===== config.mk =====
export PLATFORM = sky130hd
export DESIGN_NAME = kingdom_phi_fib_engine
export DESIGN_NICKNAME = d
export VERILOG_FILES = /design/src/rtl/kingdom_phi_fib_engine.sv
export SDC_FILE = /design/constraint.sdc
export NUM_CORES = 1
export LEC_CHECK = 0
export CORE_UTILIZATION = 49
export CTS_CLUSTER_DIAMETER = 40
export DETAILED_ROUTE_END_ITERATION = 8
export GPL_TIMING_DRIVEN = 0
export MAX_ROUTING_LAYER = met4
export PLACE_DENSITY = 0.74
export SYNTH_ARGS = -nofsm -noshare
export SYNTH_HDL_FRONTEND = slang
export SYNTH_SLANG_ARGS = --single-unit

===== constraint.sdc =====
create_clock -name clk -period 9 [get_ports clk]
set_input_delay 1.8 -clock clk [delete_from_list [all_inputs] [get_ports clk]]
set_output_delay 1.8 -clock clk [all_outputs]
set_load 0.01 [all_outputs]

===== src/rtl/kingdom_phi_fib_engine.sv =====
// kingdom_phi_fib_engine
// Sequential Fibonacci/Lucas engine. It accepts an index n and walks the
// Fibonacci recurrence one step per clock. When the walk is done it reports
// F(n) and L(n) = F(n) + 2*F(n-1) as exact unsigned integers.
// At acceptance it also checks the phi/trinity doubles from the constants
// layer against their canonical encodings. The result is informational only.
//
// Ports
//   clk       : clock, rising edge
//   rst_n     : asynchronous active-low reset
//   phi       : IEEE-754 double for phi, sampled on acceptance only
//   trinity   : IEEE-754 double for 3.0, sampled on acceptance only
//   in_valid  : request valid
//   in_ready  : engine idle and able to accept a request
//   in_n      : requested index n (unsigned)
//   out_valid : result valid (state DONE)
//   out_ready : consumer accepts the result
//   fib       : F(n)
//   lucas     : L(n)
//   err       : n was above N_MAX, so fib and lucas are forced to zero
//   const_ok  : phi and trinity matched their canonical words at acceptance
//   busy      : engine is not idle
module kingdom_phi_fib_engine #(
  parameter int WIDTH = 64,
  parameter int N_MAX = 92
) (
  input  logic             clk,
  input  logic             rst_n,
  input  logic [63:0]      phi,
  input  logic [63:0]      trinity,
  input  logic             in_valid,
  output logic             in_ready,
  input  logic [6:0]       in_n,
  output logic             out_valid,
  input  logic             out_ready,
  output logic [WIDTH-1:0] fib,
  output logic [WIDTH-1:0] lucas,
  output logic             err,
  output logic             const_ok,
  output logic             busy
);

  localparam logic [63:0] PHI_CANON     = 64'h3FF9E3779B97F4A8;
  localparam logic [63:0] TRINITY_CANON = 64'h4008000000000000;
  localparam logic [6:0]  N_MAX_N       = 7'(N_MAX);

  typedef enum logic [1:0] {IDLE, RUN, DONE} state_t;

  state_t           state_q, state_d;
  logic [6:0]       cnt_q, cnt_d;
  logic [WIDTH-1:0] a_q, a_d;       // F(k)
  logic [WIDTH-1:0] c_q, c_d;       // F(k-1); F(-1) = 1 seeds the walk
  logic [WIDTH-1:0] fib_q, fib_d;
  logic [WIDTH-1:0] lucas_q, lucas_d;
  logic             err_q, err_d;
  logic             const_ok_q, const_ok_d;

  // L(k) = F(k) + 2*F(k-1). The full sum is 65 bits, and only the low WIDTH
  // bits are kept. Taking a + (c << 1) modulo 2^WIDTH gives the same low
  // bits, and the value fits for every n <= N_MAX.
  function automatic logic [WIDTH-1:0] calc_lucas(input logic [WIDTH-1:0] a,
                                                  input logic [WIDTH-1:0] c);
    return a + {c[WIDTH-2:0], 1'b0};
  endfunction

  always_comb begin
    state_d    = state_q;
    cnt_d      = cnt_q;
    a_d        = a_q;
    c_d        = c_q;
    fib_d      = fib_q;
    lucas_d    = lucas_q;
    err_d      = err_q;
    const_ok_d = const_ok_q;
    case (state_q)
      IDLE: begin
        if (in_valid) begin
          const_ok_d = (phi == PHI_CANON) && (trinity == TRINITY_CANON);
          if (in_n > N_MAX_N) begin
            // Out of range: report the error immediately, without iterating.
            state_d = DONE;
            err_d   = 1'b1;
            fib_d   = '0;
            lucas_d = '0;
          end else begin
            state_d = RUN;
            cnt_d   = in_n;
            a_d     = '0;
            c_d     = WIDTH'(1);
          end
        end
      end
      RUN: begin
        if (cnt_q != 7'd0) begin
          c_d   = a_q;
          a_d   = a_q + c_q;
          cnt_d = cnt_q - 7'd1;
        end else begin
          fib_d   = a_q;
          lucas_d = calc_lucas(a_q, c_q);
          err_d   = 1'b0;
          state_d = DONE;
        end
      end
      DONE: begin
        if (out_ready) state_d = IDLE;
      end
      default: state_d = IDLE;
    endcase
  end

  always_ff @(posedge clk or negedge rst_n) begin
    if (!rst_n) begin
      state_q    <= IDLE;
      cnt_q      <= '0;
      a_q        <= '0;
      c_q        <= '0;
      fib_q      <= '0;
      lucas_q    <= '0;
      err_q      <= 1'b0;
      const_ok_q <= 1'b0;
    end else begin
      state_q    <= state_d;
      cnt_q      <= cnt_d;
      a_q        <= a_d;
      c_q        <= c_d;
      fib_q      <= fib_d;
      lucas_q    <= lucas_d;
      err_q      <= err_d;
      const_ok_q <= const_ok_d;
    end
  end

  assign in_ready  = (state_q == IDLE);
  assign out_valid = (state_q == DONE);
  assign busy      = (state_q != IDLE);
  assign fib       = fib_q;
  assign lucas     = lucas_q;
  assign err       = err_q;
  assign const_ok  = const_ok_q;

endmodule


# Word-level counts from Yosys, hierarchy flattened
# Cells that the tools add are included.
[word_totals] ff_bits=267 latch_bits=0 ramBits=0 mem_bits_ro=0 in_bits=139 output_inout_bits=133 elab_cells=58 memories=0
[op_classes] n_addsub=3 multipliers=0 div=0 magnitude_cmp=1 eq_ne=10 n_shift=0 mux=27 bitwise_logic=0 reduce_logical=9
[ops] operator="$mux W64" n=10
[ops] operator="$pmux W64 S2" n=4
[ops] operator="$add A64 B64 Y64" n=2
[ops] operator="$eq A64 B62 Y1 const B" n=1
[ops] operator="$eq A64 B63 Y1 const B" n=1
[ops] operator="$mux W7" n=3
[ops] operator="$pmux W7 S2" n=1
[ops] operator="$mux W2" n=4
[ops] operator="$ne A2 B2 Y1 const B" n=4
[ops] operator="$reduce_and A4 Y1" n=2
[ops] operator="$gt A7 B7 Y1 const B" n=1
[ops] operator="$reduce_bool A7 Y1" n=1
[ops] operator="$sub A7 B1 Y7 const B" n=1
[ops] operator="$pmux W2 S3" n=1
[ops] operator="$ne A2 B1 Y1 const B" n=2
[ops] operator="$reduce_bool A2 Y1" n=2
[ops] operator="$mux W1" n=3
[ops] operator="$reduce_and A3 Y1" n=1
[ops] operator="$eq A2 B1 Y1 const B" n=1
[ops] operator="$eq A2 B2 Y1 const B" n=1
[ops] operator="$logic_not A2 Y1" n=1
[ops] operator="$pmux W1 S2" n=1
[ops] operator="$reduce_and A2 Y1" n=1
[ops] operator="$logic_and A1 B1 Y1" n=1

# Longest topological paths before layout
# Gate-level depths: netlist (run 1).
[logic_depth] ltp_word=4 ltp_mapped=13 ltp_nobuf=13

# Least setup slack after synthesis (run 1)
# OpenSTA, ideal clock, no wires.
[synth_path] path_type="in2reg" from="in in_n[0]" to="reg state_q[1]" setup_ns=0.143 t_arrival_ns=3.351 required_time_ns=8.857 path_slack_ns=5.506 path_stages=7 path_buffers=2 path_cell_list="o2111a_1 > o21ai_0 > inv_1 > o22ai_1 > clkbuf_1 > buf_1 > o21ai_0"
[synth_via] elab_chain_cells=4
[synth_rtl] element="start, declared" line_no="33" text="input logic [6:0] in_n,"
[synth_rtl] element="$gt A7 B7 Y1" line_no="79" text="if (in_n > N_MAX_N) begin"
[synth_rtl] element="$mux W2" line_no="79"
[synth_rtl] element="$mux W2" line_no="77" text="if (in_valid) begin"
[synth_rtl] element="$pmux W2 S3" line_no="75" text="case (state_q)"
[synth_rtl] element="end signal, assigned" line_no="123" text="state_q <= state_d;"
[synth_rtl] element="end, declared" line_no="49" text="state_t state_q, state_d;"
# No other way between the ends. The select of a mux whose other input is x is not followed.
# A chain may end at the register's enable or synchronous reset.

# Final worst setup path (run 1)
# Same ends and word-level chain as after synthesis.

==> impl_metrics.py, run 1 <==
metrics = {
    "logic_synthesis": {
        "synth_edf_count": 0,
        "yosysTopAreaCell": "dfrtp_1",
        "synth_nets": 2332,
        "seq_area_frac_synth_pct": 37.5,
        "ys_types": 85,
        "synth-seq-cells": 266,
        "netlist_top_cells_area": "dfrtp_1 (38%), ha_1 (9.0%), nand2_1 (7.5%)",
        "synth-main-ff-cell": "dfrtp_1",
        "syn_avg_cell_area_sq_um": 8.59,
        "syn_inst": 2064,
        "synth.top_cell.area_share_pct": 37.5,
        "syn-cell-area_sq_mm": 0.0177,
        "ys_async_sr_fraction_pct": 100,
        "ys.warnings.count": 0,
    },
    "worst_setup_path": {
        "ff2ff_path_depth": 12,
        "cp.arrival_ps": 5300,
        "worstSetupPathType": "input port to flop",
        "r2r_slack_ps": 5110,
        "required_ps": 9390,
        "cp_max_fo": 10,
        "cp-end-kind": "flop",
        "cp-start-kind": "input port",
    },
    "route": {
        "wirelength_met1_um": 25800,
        "vias": 17177,
        "wl_per_cell_um": 20.5,
        "wl_met3_um": 3220,
        "drc": 0,
        "dr.max_layer_used": "met4",
        "drtPass1Iterations": 5,
        "via_per_inst": 5.95,
        "wirelength_um": 59200,
        "drt_iter0_markers": 1025,
        "wl_met2_um": 27500,
        "postRouteAntennaNets": 0,
    },
    "run_status": {
        "outcome": "complete, no violations",
    },
    "timing": {
        "relSlewSlack_pct": 26.1,
        "setup_viol": 0,
        "min_period_over_period_pct": 54.5,
        "hold_violations": 0,
        "hold-worst-slack_ps": 473,
        "clock_skew_ps": 23.3,
        "fmax_mhz": 204,
        "min_period_ps": 4910,
        "rsz0062_at_grt": "false",
        "tightest_slew_ps": 1110,
        "drv_slew": 0,
    },
    "finish": {
        "fill_cells": 3053,
        "finalNonFillerCells": 2885,
        "drive_above_1_share_pct": 5.95,
        "mostFrequentLayoutCells": "nand2_1 (352), clkdlybuf4s50_1 (270), dfrtp_1 (266)",
        "layout_commonest_cell": "nand2_1",
        "syn2layout_area_growth_pct": 28.0,
        "stdcell_area_sq_mm": 0.0227,
        "nets": 2655,
        "fin_util_pct": 63.8,
    },
    "floorplanning": {
        "rows": 69,
        "start_util_pct": 49.9,
        "fp.dieW_um": 192,
        "die-area_sq_mm": 0.0370,
        "coreArea_sq_mm": 0.0356,
        "io_pins": 272,
        "die-height_um": 192,
    },
    "pwr": {
        "powerDensity_mw_per_mm2": 353,
        "peakVddDrop_mv": 0.233,
        "total_power_mw": 8.02,
        "p_leak_nw": 10.0,
    },
    "clock_network": {
        "clk_pin_slew_ps": 50,
        "clk_path_buf_depth": 3,
        "cts-root-buf": "clkbuf_16",
        "cts_tree": "yes",
        "numCtsBuffers": 47,
        "cts_hold_buf": 0,
        "numClockSinks": 266,
        "cts_max_level": 2,
        "clock_latency_ps": 560,
        "post_cts_resized": 0,
        "post_cts_buffers": 0,
    },
    "global_routing": {
        "grt_pass1_vias": 17082,
        "antenna_found_initial": 1,
        "track_usage_pct": 33.3,
        "grt-ovfl-total": 0,
        "grt_max_degree": 124,
        "grt_pass1_wl_um": 93100,
    },
    "placement": {
        "gp_congestion": 0.994,
        "placed_area_sq_mm": 0.0211,
        "io_buffers": 271,
        "place_inst": 2799,
        "hpwlAfterDp_um": 46200,
    },
    "job": {
        "max_cap_violations": 0,
    },
    "worst_hold_path": {
        "whs_path_depth": 2,
        "min_path_type": "flop to flop",
    },
}
[synth_stat cells, drive strengths merged, types with 16 or more instances]
cell type / count
buf: 27
nand4: 46
a21o: 71
o31ai: 16
inv: 36
o21ai: 253
nor3: 22
xnor2: 59
clkbuf: 105
a31oi: 17
a21oi: 165
o21bai: 24
ha: 127
nand3: 46
dfrtp: 266
nor4: 20
xor2: 54
nand2: 352
nor2: 86
a22o: 81
[sequential cells by signal, summed over array words and instances, names as in the netlist]
register / count
lucas: 63
a_q: 64
fib: 64
state_q: 2
cnt_q: 7
const_ok: 1
c_q: 64
err: 1
[path summary, 6_finish.rpt]
check	from	endpoint
max in group asynchronous	rst_n	lucas[44]$_DFFE_PN0P_
hold / removal	lucas[49]$_DFFE_PN0P_	lucas[49]$_DFFE_PN0P_
hold reg to reg	lucas[49]$_DFFE_PN0P_	lucas[49]$_DFFE_PN0P_
min in group asynchronous	rst_n	lucas[16]$_DFFE_PN0P_
setup reg to reg	a_q[13]$_DFFE_PN0P_	lucas[56]$_DFFE_PN0P_
setup / recovery	in_n[0]	state_q[1]$_DFFE_PN0P_
[per-layer routing]
layer | vias up | global-route usage (%)
met5 | - | -
met4 | 0 | 14.7
li1 | 8195 | -
met3 | 124 | 4.55
met1 | 8254 | 43.0
met2 | 604 | 52.2
[cell families (layout without fill, tap and decap cells)]
| logic type | count (synthesis) | in the layout | share of synthesized area (%) |
|---|---|---|---|
| buffers and inverters | 168 | 526 | 3.88 |
| flip-flops | 266 | 266 | 37.5 |
| XOR/XNOR | 113 | 113 | 5.58 |
| adder cells (fa/ha/maj) | 129 | 129 | 9.19 |
| AO/OA/AOI/OAI | 726 | 726 | 26.3 |
| AND/OR/NAND/NOR | 658 | 658 | 17.3 |
| multiplexers | 4 | 4 | 0.226 |
| other | 0 | 2 | 0 |
[worst max-delay path, cell delays in order]
cell and delay, ps:
clkdlybuf4s50_1 430, o2111a_1 240, o21ai_0 310, inv_1 90
o22ai_2 520, buf_8 230, clkbuf_1 780, buf_1 680
o21ai_0 210
[area by class of cell]
type                    count  area, sq um  share of cell area (%)
well taps                 461          577                    2.54
multi-input cells        1630        10400                    45.8
plain buffers             132          553                    2.44
diodes                      2         5.00                  0.0221
flip-flops and latches    266         6660                    29.3
inverters                  36          135                   0.595
clock buffers              55         1260                    5.53
repair buffers            274         2790                    12.3
clock inverters            29          330                    1.46
[metrics by stage]
step	setup WS (ps)	setup TNS, ps
after floorplan	5510	0
after global placement	-5070	-1338180
after detailed placement	3590	0
after CTS	4160	0
after global routing	4000	0
final	4090	0
[power breakdown]
part           internal [mW]  switching, mW
clock                   1.13          0.660
combinational           1.63           2.62
sequential              1.58          0.411
total                   4.33           3.69
(Power assumes the default switching activity.)
==> run 2, diff against run 1 <==
PLACE_DENSITY = 0.76   (was 0.74)
clock period = 4.5 ns   (was 9 ns; I/O delays follow)
==> run 2 against run 1 <==
Compared with the run above:
- worst hold slack lost 270 ps
- flip-flop and latch count is the same
- sequential power grew 99%
- largest cell class unchanged
- critical path type is now flop to flop
- final area shrank 0.12%
- first-iteration DRC count grew 12%
- global-route usage grew 0.065 points
- utilization shrank 0.074 points
- via count grew 0.80%
- wire length grew 0.75%
- clock power grew 99%
- total power grew 100%
==> impl_metrics.py, run 2 (synthesized netlist as in run 1, its figures left out) <==
metrics = {
    "floorplanning": {
        "io_pins": 272,
        "die-height_um": 192,
        "rows": 69,
        "coreArea_sq_mm": 0.0356,
        "fp.dieW_um": 192,
        "die-area_sq_mm": 0.0370,
        "start_util_pct": 49.9,
    },
    "worst_setup_path": {
        "cp_slowest_cell": "nor2_1",
        "critPathMaxStageDelay_ps": 540,
        "rr_startpoint": "a_q[1]$_DFFE_PN0P_",
        "crit_chain": "ha_1 > fa_1 > a211oi_1 > o21ai_0 > a21oi_2 > a2111o_1 > a21oi_1 > nor2_1 > o21a_1 > o31ai_1 > nand2_1 > o211ai_1",
        "crit_family": "compound AO/OA/AOI/OAI gates",
        "worstSetupPathType": "flop to flop",
        "required_ps": 4890,
        "cp_max_fo": 6,
        "cp-start-kind": "flop",
        "startpoint": "a_q[1]$_DFFE_PN0P_",
        "cp.arrival_ps": 4390,
        "cp-end-kind": "flop",
        "path_buf_inv": 0,
    },
    "finish": {
        "finalNonFillerCells": 2881,
        "mostFrequentLayoutCells": "nand2_1 (352), clkdlybuf4s50_1 (270), dfrtp_1 (266)",
        "syn2layout_area_growth_pct": 27.8,
        "nets": 2653,
        "layout_commonest_cell": "nand2_1",
        "drive_above_1_share_pct": 5.74,
        "antenna_cells": 0,
    },
    "pwr": {
        "clockPowerShare_pct": 22.3,
        "swShare_pct": 45.7,
        "seq_power_share_pct": 24.7,
        "p_int_mw": 8.71,
        "powerDensity_mw_per_mm2": 707,
        "p_leak_nw": 10.0,
        "p_comb_share_pct": 53.0,
        "switchingPower_mw": 7.32,
        "peakVddDrop_mv": 0.397,
    },
    "clock_network": {
        "cts_max_level": 2,
        "cts_tree": "yes",
        "numClockSinks": 266,
        "cts-root-buf": "clkbuf_16",
        "clk_path_buf_depth": 3,
        "post_cts_resized": 0,
        "cts_hold_buf": 0,
        "numCtsBuffers": 45,
        "clk_pin_slew_ps": 50,
        "post_cts_buffers": 0,
        "clock_latency_ps": 550,
    },
    "timing": {
        "setup_viol": 0,
        "hold-worst-slack_ps": 203,
        "fmax_mhz": 250,
        "min_period_ps": 4000,
        "tightest_slew_ps": 1140,
        "relSlewSlack_pct": 23.8,
        "clock_skew_ps": 16.1,
        "hold_violations": 0,
        "rsz0062_at_grt": "false",
        "min_period_over_period_pct": 88.9,
        "drv_slew": 0,
    },
    "route": {
        "wirelength_um": 59600,
        "wl_per_cell_um": 20.7,
        "via_per_inst": 6.01,
        "vias": 17315,
        "postRouteAntennaNets": 0,
        "drt_iter0_markers": 1153,
        "drtPass1Iterations": 5,
        "drc": 0,
    },
    "global_routing": {
        "grt_max_degree": 120,
        "grt-ovfl-total": 0,
        "track_usage_pct": 33.4,
        "grt_pass1_wl_um": 92300,
        "grt_pass1_vias": 16865,
        "antenna_found_initial": 0,
    },
    "placement": {
        "io_buffers": 271,
        "hpwlAfterDp_um": 46500,
        "gp_congestion": 1.00,
        "place_inst": 2799,
    },
    "worst_hold_path": {
        "min_path_type": "input port to async pin",
    },
    "run_status": {
        "outcome": "complete, no violations",
    },
    "job": {
        "max_cap_violations": 0,
    },
}
## run 2: path summary, 6_finish.rpt
check,to,slack (ps),cells past startpoint
worst max register to register,lucas[63]$_DFFE_PN0P_,500,12
worst min register to register,const_ok$_DFFE_PN0P_,470,2
min in group clk,const_ok$_DFFE_PN0P_,470,2
worst max-delay path,lucas[63]$_DFFE_PN0P_,500,12
max in group asynchronous,lucas[54]$_DFFE_PN0P_,3380,2
worst min-delay path,lucas[13]$_DFFE_PN0P_,200,1
## run 2: final cells by class
cell class / instances / area (sq um)
Inverter: 36 / 135
Buffer: 132 / 553
Tap cell: 461 / 577
Fill cell: 3093 / 12900
Sequential cell: 266 / 6660
Multi-Input combinational cell: 1630 / 10400
Clock buffer: 59 / 1280
Clock inverter: 23 / 288
Timing Repair Buffer: 274 / 2780
## run 2: layer usage
metal / up-vias / part of all wire, % / track usage (%)
met4: 0 / 4.9 / 16.2
met3: 140 / 6.4 / 5.54
met1: 8329 / 42 / 41.2
met2: 652 / 46 / 53.0
met5: - / 0 / -
li1: 8194 / - / -
## run 2: worst register-to-register path: cells and delay by family (launching register included)
family | cells | cell delay, ps
compound gates | 8 | 2080
fa+ha+maj | 2 | 710
simple gates | 2 | 650
flops | 1 | 400
## run 2: metrics by stage
stage | TNS, ps | area [sq um] | setup slack (ps) | utilization, % | total power [mW]
floorplan | 0 | 17700 | 1630 | - | 9.47
finish | 0 | 22700 | 500 | 63.7 | 16.0
global placement | -2339210 | 21000 | -8590 | 59.1 | 12.2
global route | 0 | 22700 | 373 | 63.7 | 17.1
detailed placement | 0 | 21100 | 119 | 59.3 | 12.3
CTS | 0 | 22700 | 657 | 63.7 | 16.0
## run 2: power groups by stage
stage / sequential (mW) / combinational (mW) / clock (mW)
3_5_place_dp: 3.97 / 8.34 / 0
3_3_place_gp: 3.95 / 8.23 / 0
5_1_grt: 4.06 / 9.36 / 3.72
2_1_floorplan: 3.83 / 5.63 / 0
4_1_cts: 3.95 / 8.42 / 3.61
6_report: 3.96 / 8.50 / 3.57
==> run 3, diff against run 2 <==
--- a/config.mk
+++ b/config.mk
@@ -6,4 +6,5 @@
 export NUM_CORES = 1
 export LEC_CHECK = 0
+export ABC_AREA = 1
 export CORE_UTILIZATION = 49
 export CTS_CLUSTER_DIAMETER = 40
@@ -11,5 +12,5 @@
 export GPL_TIMING_DRIVEN = 0
 export MAX_ROUTING_LAYER = met4
-export PLACE_DENSITY = 0.76
+export PLACE_DENSITY = 0.71
 export SYNTH_ARGS = -nofsm -noshare
 export SYNTH_HDL_FRONTEND = slang
==> constraint.sdc (replaced) <==
create_clock -name clk -period 4.5 [get_ports clk]
set_input_delay 0.9 -clock clk [delete_from_list [all_inputs] [get_ports clk]]
set_output_delay 0.9 -clock clk [all_outputs]
set_load 0.005 [all_outputs]
==> run 3 against run 2 <==
Compared with the run above:
- synthesized area grew 23%
- fmax grew 39%
- clock power grew 8.1%
- flip-flop and latch count is the same
- non-clock buffer count shrank 68
- total power grew 10%
- worst setup slack gained 1100 ps
- sequential share of layout area shrank 4.8 points
- largest cell class unchanged
- synthesized cell count grew 77%
- critical endpoint is now a_q[41]$_DFFE_PN0P_
- via count grew 36%
- register-to-register slack gained 1100 ps
- combinational power grew 11%
==> impl_metrics.py, run 3 <==
metrics = {
    "timing": {
        "min_period_ps": 2870,
        "clock_skew_ps": 26.1,
        "fmax_mhz": 348,
        "rsz0062_at_grt": "false",
        "tightest_slew_ps": 1090,
        "setup_viol": 0,
        "drv_slew": 0,
        "setup_ws_ps": 1630,
        "setup_tns_ps": 0,
        "hold_violations": 0,
        "min_period_over_period_pct": 63.8,
        "relSlewSlack_pct": 27.7,
    },
    "finish": {
        "nets": 4238,
        "layout_commonest_cell": "nand2_1",
        "syn2layout_area_growth_pct": 23.9,
        "drive_above_1_share_pct": 4.66,
        "fill_cells": 4439,
        "mostFrequentLayoutCells": "nand2_1 (1561), inv_1 (717), clkdlybuf4s50_1 (270)",
        "antenna_cells": 0,
    },
    "logic_synthesis": {
        "synth_most_common_cell": "nand2_1",
        "syn_inst": 3645,
        "seq_area_frac_synth_pct": 30.4,
        "synth.top_cells.by_count": "nand2_1 (1561), inv_1 (717), dfrtp_1 (266)",
        "syn-cell-area_sq_mm": 0.0219,
        "synth-main-ff-cell": "dfrtp_1",
        "yosysTopAreaCell": "dfrtp_1",
        "syn_avg_cell_area_sq_um": 6.00,
        "ys.warnings.count": 0,
        "synth_edf_count": 0,
        "ys_async_sr_fraction_pct": 100,
        "synth_nets": 3913,
        "synth-seq-cells": 266,
        "netlist_top_cells_area": "dfrtp_1 (30%), nand2_1 (27%), inv_1 (12%)",
        "ys_types": 37,
        "synth.top_cell.area_share_pct": 30.4,
    },
    "job": {
        "max_cap_violations": 0,
    },
    "floorplanning": {
        "coreArea_sq_mm": 0.0441,
        "die-height_um": 213,
        "start_util_pct": 49.6,
        "rows": 77,
        "die-area_sq_mm": 0.0455,
        "fp.dieW_um": 213,
        "io_pins": 272,
    },
    "clock_network": {
        "clk_pin_slew_ps": 60,
        "cts_max_level": 2,
        "cts_hold_buf": 0,
        "cts-root-buf": "clkbuf_16",
        "numCtsBuffers": 50,
        "numClockSinks": 266,
        "post_cts_resized": 0,
        "clock_latency_ps": 610,
        "post_cts_buffers": 0,
        "clk_path_buf_depth": 3,
        "cts_tree": "yes",
    },
    "pwr": {
        "clockPowerShare_pct": 21.8,
        "p_int_mw": 8.85,
        "seq_power_share_pct": 24.8,
        "peakVddDrop_mv": 0.356,
        "switchingPower_mw": 8.83,
        "p_comb_share_pct": 53.3,
        "p_leak_nw": 15.4,
        "swShare_pct": 49.9,
        "powerDensity_mw_per_mm2": 652,
    },
    "placement": {
        "hpwlAfterDp_um": 68200,
        "pre_cts_ws_ps": 1600,
        "io_buffers": 271,
        "gp_congestion": 1.01,
    },
    "worst_setup_path": {
        "crit_chain": "inv_1 > ha_1 > nand3_4 > inv_1 > nor2_2 > buf_2 > clkbuf_1 > nand3_1 > nand2_1",
        "critPathMaxStageDelay_ps": 850,
        "path_buf_inv": 4,
        "cp-end-kind": "flop",
        "crit_family": "buffers and inverters",
        "cp_max_fo": 10,
        "crit_top_cell": "inv_1",
        "worstSetupPathType": "flop to flop",
        "cp_slowest_cell": "clkbuf_1",
        "cp.arrival_ps": 3410,
        "required_ps": 5040,
        "cp-start-kind": "flop",
    },
    "route": {
        "postRouteAntennaNets": 0,
        "drt_iter0_markers": 2166,
        "drc": 0,
        "via_per_inst": 5.13,
        "wl_per_cell_um": 17.9,
        "wirelength_um": 82500,
        "drtPass1Iterations": 5,
        "vias": 23616,
    },
    "global_routing": {
        "grt-ovfl-total": 0,
        "grt_pass1_wl_um": 124000,
        "grt_pass1_vias": 21771,
        "track_usage_pct": 37.8,
        "grt_max_degree": 115,
        "antenna_found_initial": 0,
    },
    "run_status": {
        "outcome": "complete, no violations",
    },
    "worst_hold_path": {
        "min_path_type": "input port to async pin",
    },
}
==> run 3: layer usage <==
metal,wire length (um),GRT usage [%],vias up
met5,0,-,-
met1,38100,53.0,10756
met3,6750,6.35,138
met2,34700,55.0,889
met4,2890,12.7,0
li1,-,-,11833
==> run 3: area by class of cell <==
type	count	area [sq um]	share of cell area, %
inverter	722	2710	10.0
clock inverter	33	375	1.39
multi-input combinational	2592	12200	44.9
sequential	266	6660	24.6
timing repair buffer	273	2770	10.2
clock buffer	59	1340	4.93
buffer	65	348	1.28
tap	592	741	2.73
==> run 3: path summary, 6_finish.rpt <==
path | from | end | slack [ps] | cells after the start
worst max-delay path | cnt_q[0]$_DFFE_PN0P_ | a_q[41]$_DFFE_PN0P_ | 1630 | 9
worst min-delay path | rst_n | lucas[58]$_DFFE_PN0P_ | 370 | 1
worst max register to register | cnt_q[0]$_DFFE_PN0P_ | a_q[41]$_DFFE_PN0P_ | 1630 | 9
worst min register to register | lucas[46]$_DFFE_PN0P_ | lucas[46]$_DFFE_PN0P_ | 470 | 2
max in group asynchronous | rst_n | a_q[9]$_DFFE_PN0P_ | 2780 | 3
min in group clk | lucas[46]$_DFFE_PN0P_ | lucas[46]$_DFFE_PN0P_ | 470 | 2
==> run 3: logic make-up (layout without fill, tap and decap cells) <==
logic type / after synthesis / after routing / share of synthesized area, %
fa+ha+maj: 129 / 129 / 7.45
compound gates: 374 / 374 / 9.84
flops: 266 / 266 / 30.4
buf+inv: 787 / 1152 / 14.0
xor+xnor: 7 / 7 / 0.280
simple gates: 2082 / 2082 / 38.0
==> run 3: power by group through the flow <==
| stage | Clock, mW | Sequential (mW) | Combinational (mW) |
|---|---|---|---|
| floorplan | 0 | 3.81 | 5.95 |
| global route | 3.98 | 4.42 | 10.5 |
| detailed placement | 0 | 4.32 | 9.21 |
| CTS | 3.87 | 4.30 | 9.28 |
| finish | 3.86 | 4.39 | 9.43 |
| global placement | 0 | 4.32 | 9.12 |
==> run 3: metrics by stage <==
| step | hold WS, ps | cells | power, mW | area [sq um] | util [%] |
|---|---|---|---|---|---|
| global route | 441 | 4602 | 18.9 | 27100 | 61.4 |
| CTS | 396 | 4602 | 17.5 | 27100 | 61.4 |
| floorplan | 465 | 3645 | 9.76 | 21900 | - |
| global placement | 462 | 4508 | 13.4 | 25300 | 57.4 |
| detailed placement | 462 | 4510 | 13.5 | 25400 | 57.5 |
| finish | 373 | 4602 | 17.7 | 27100 | 61.4 |
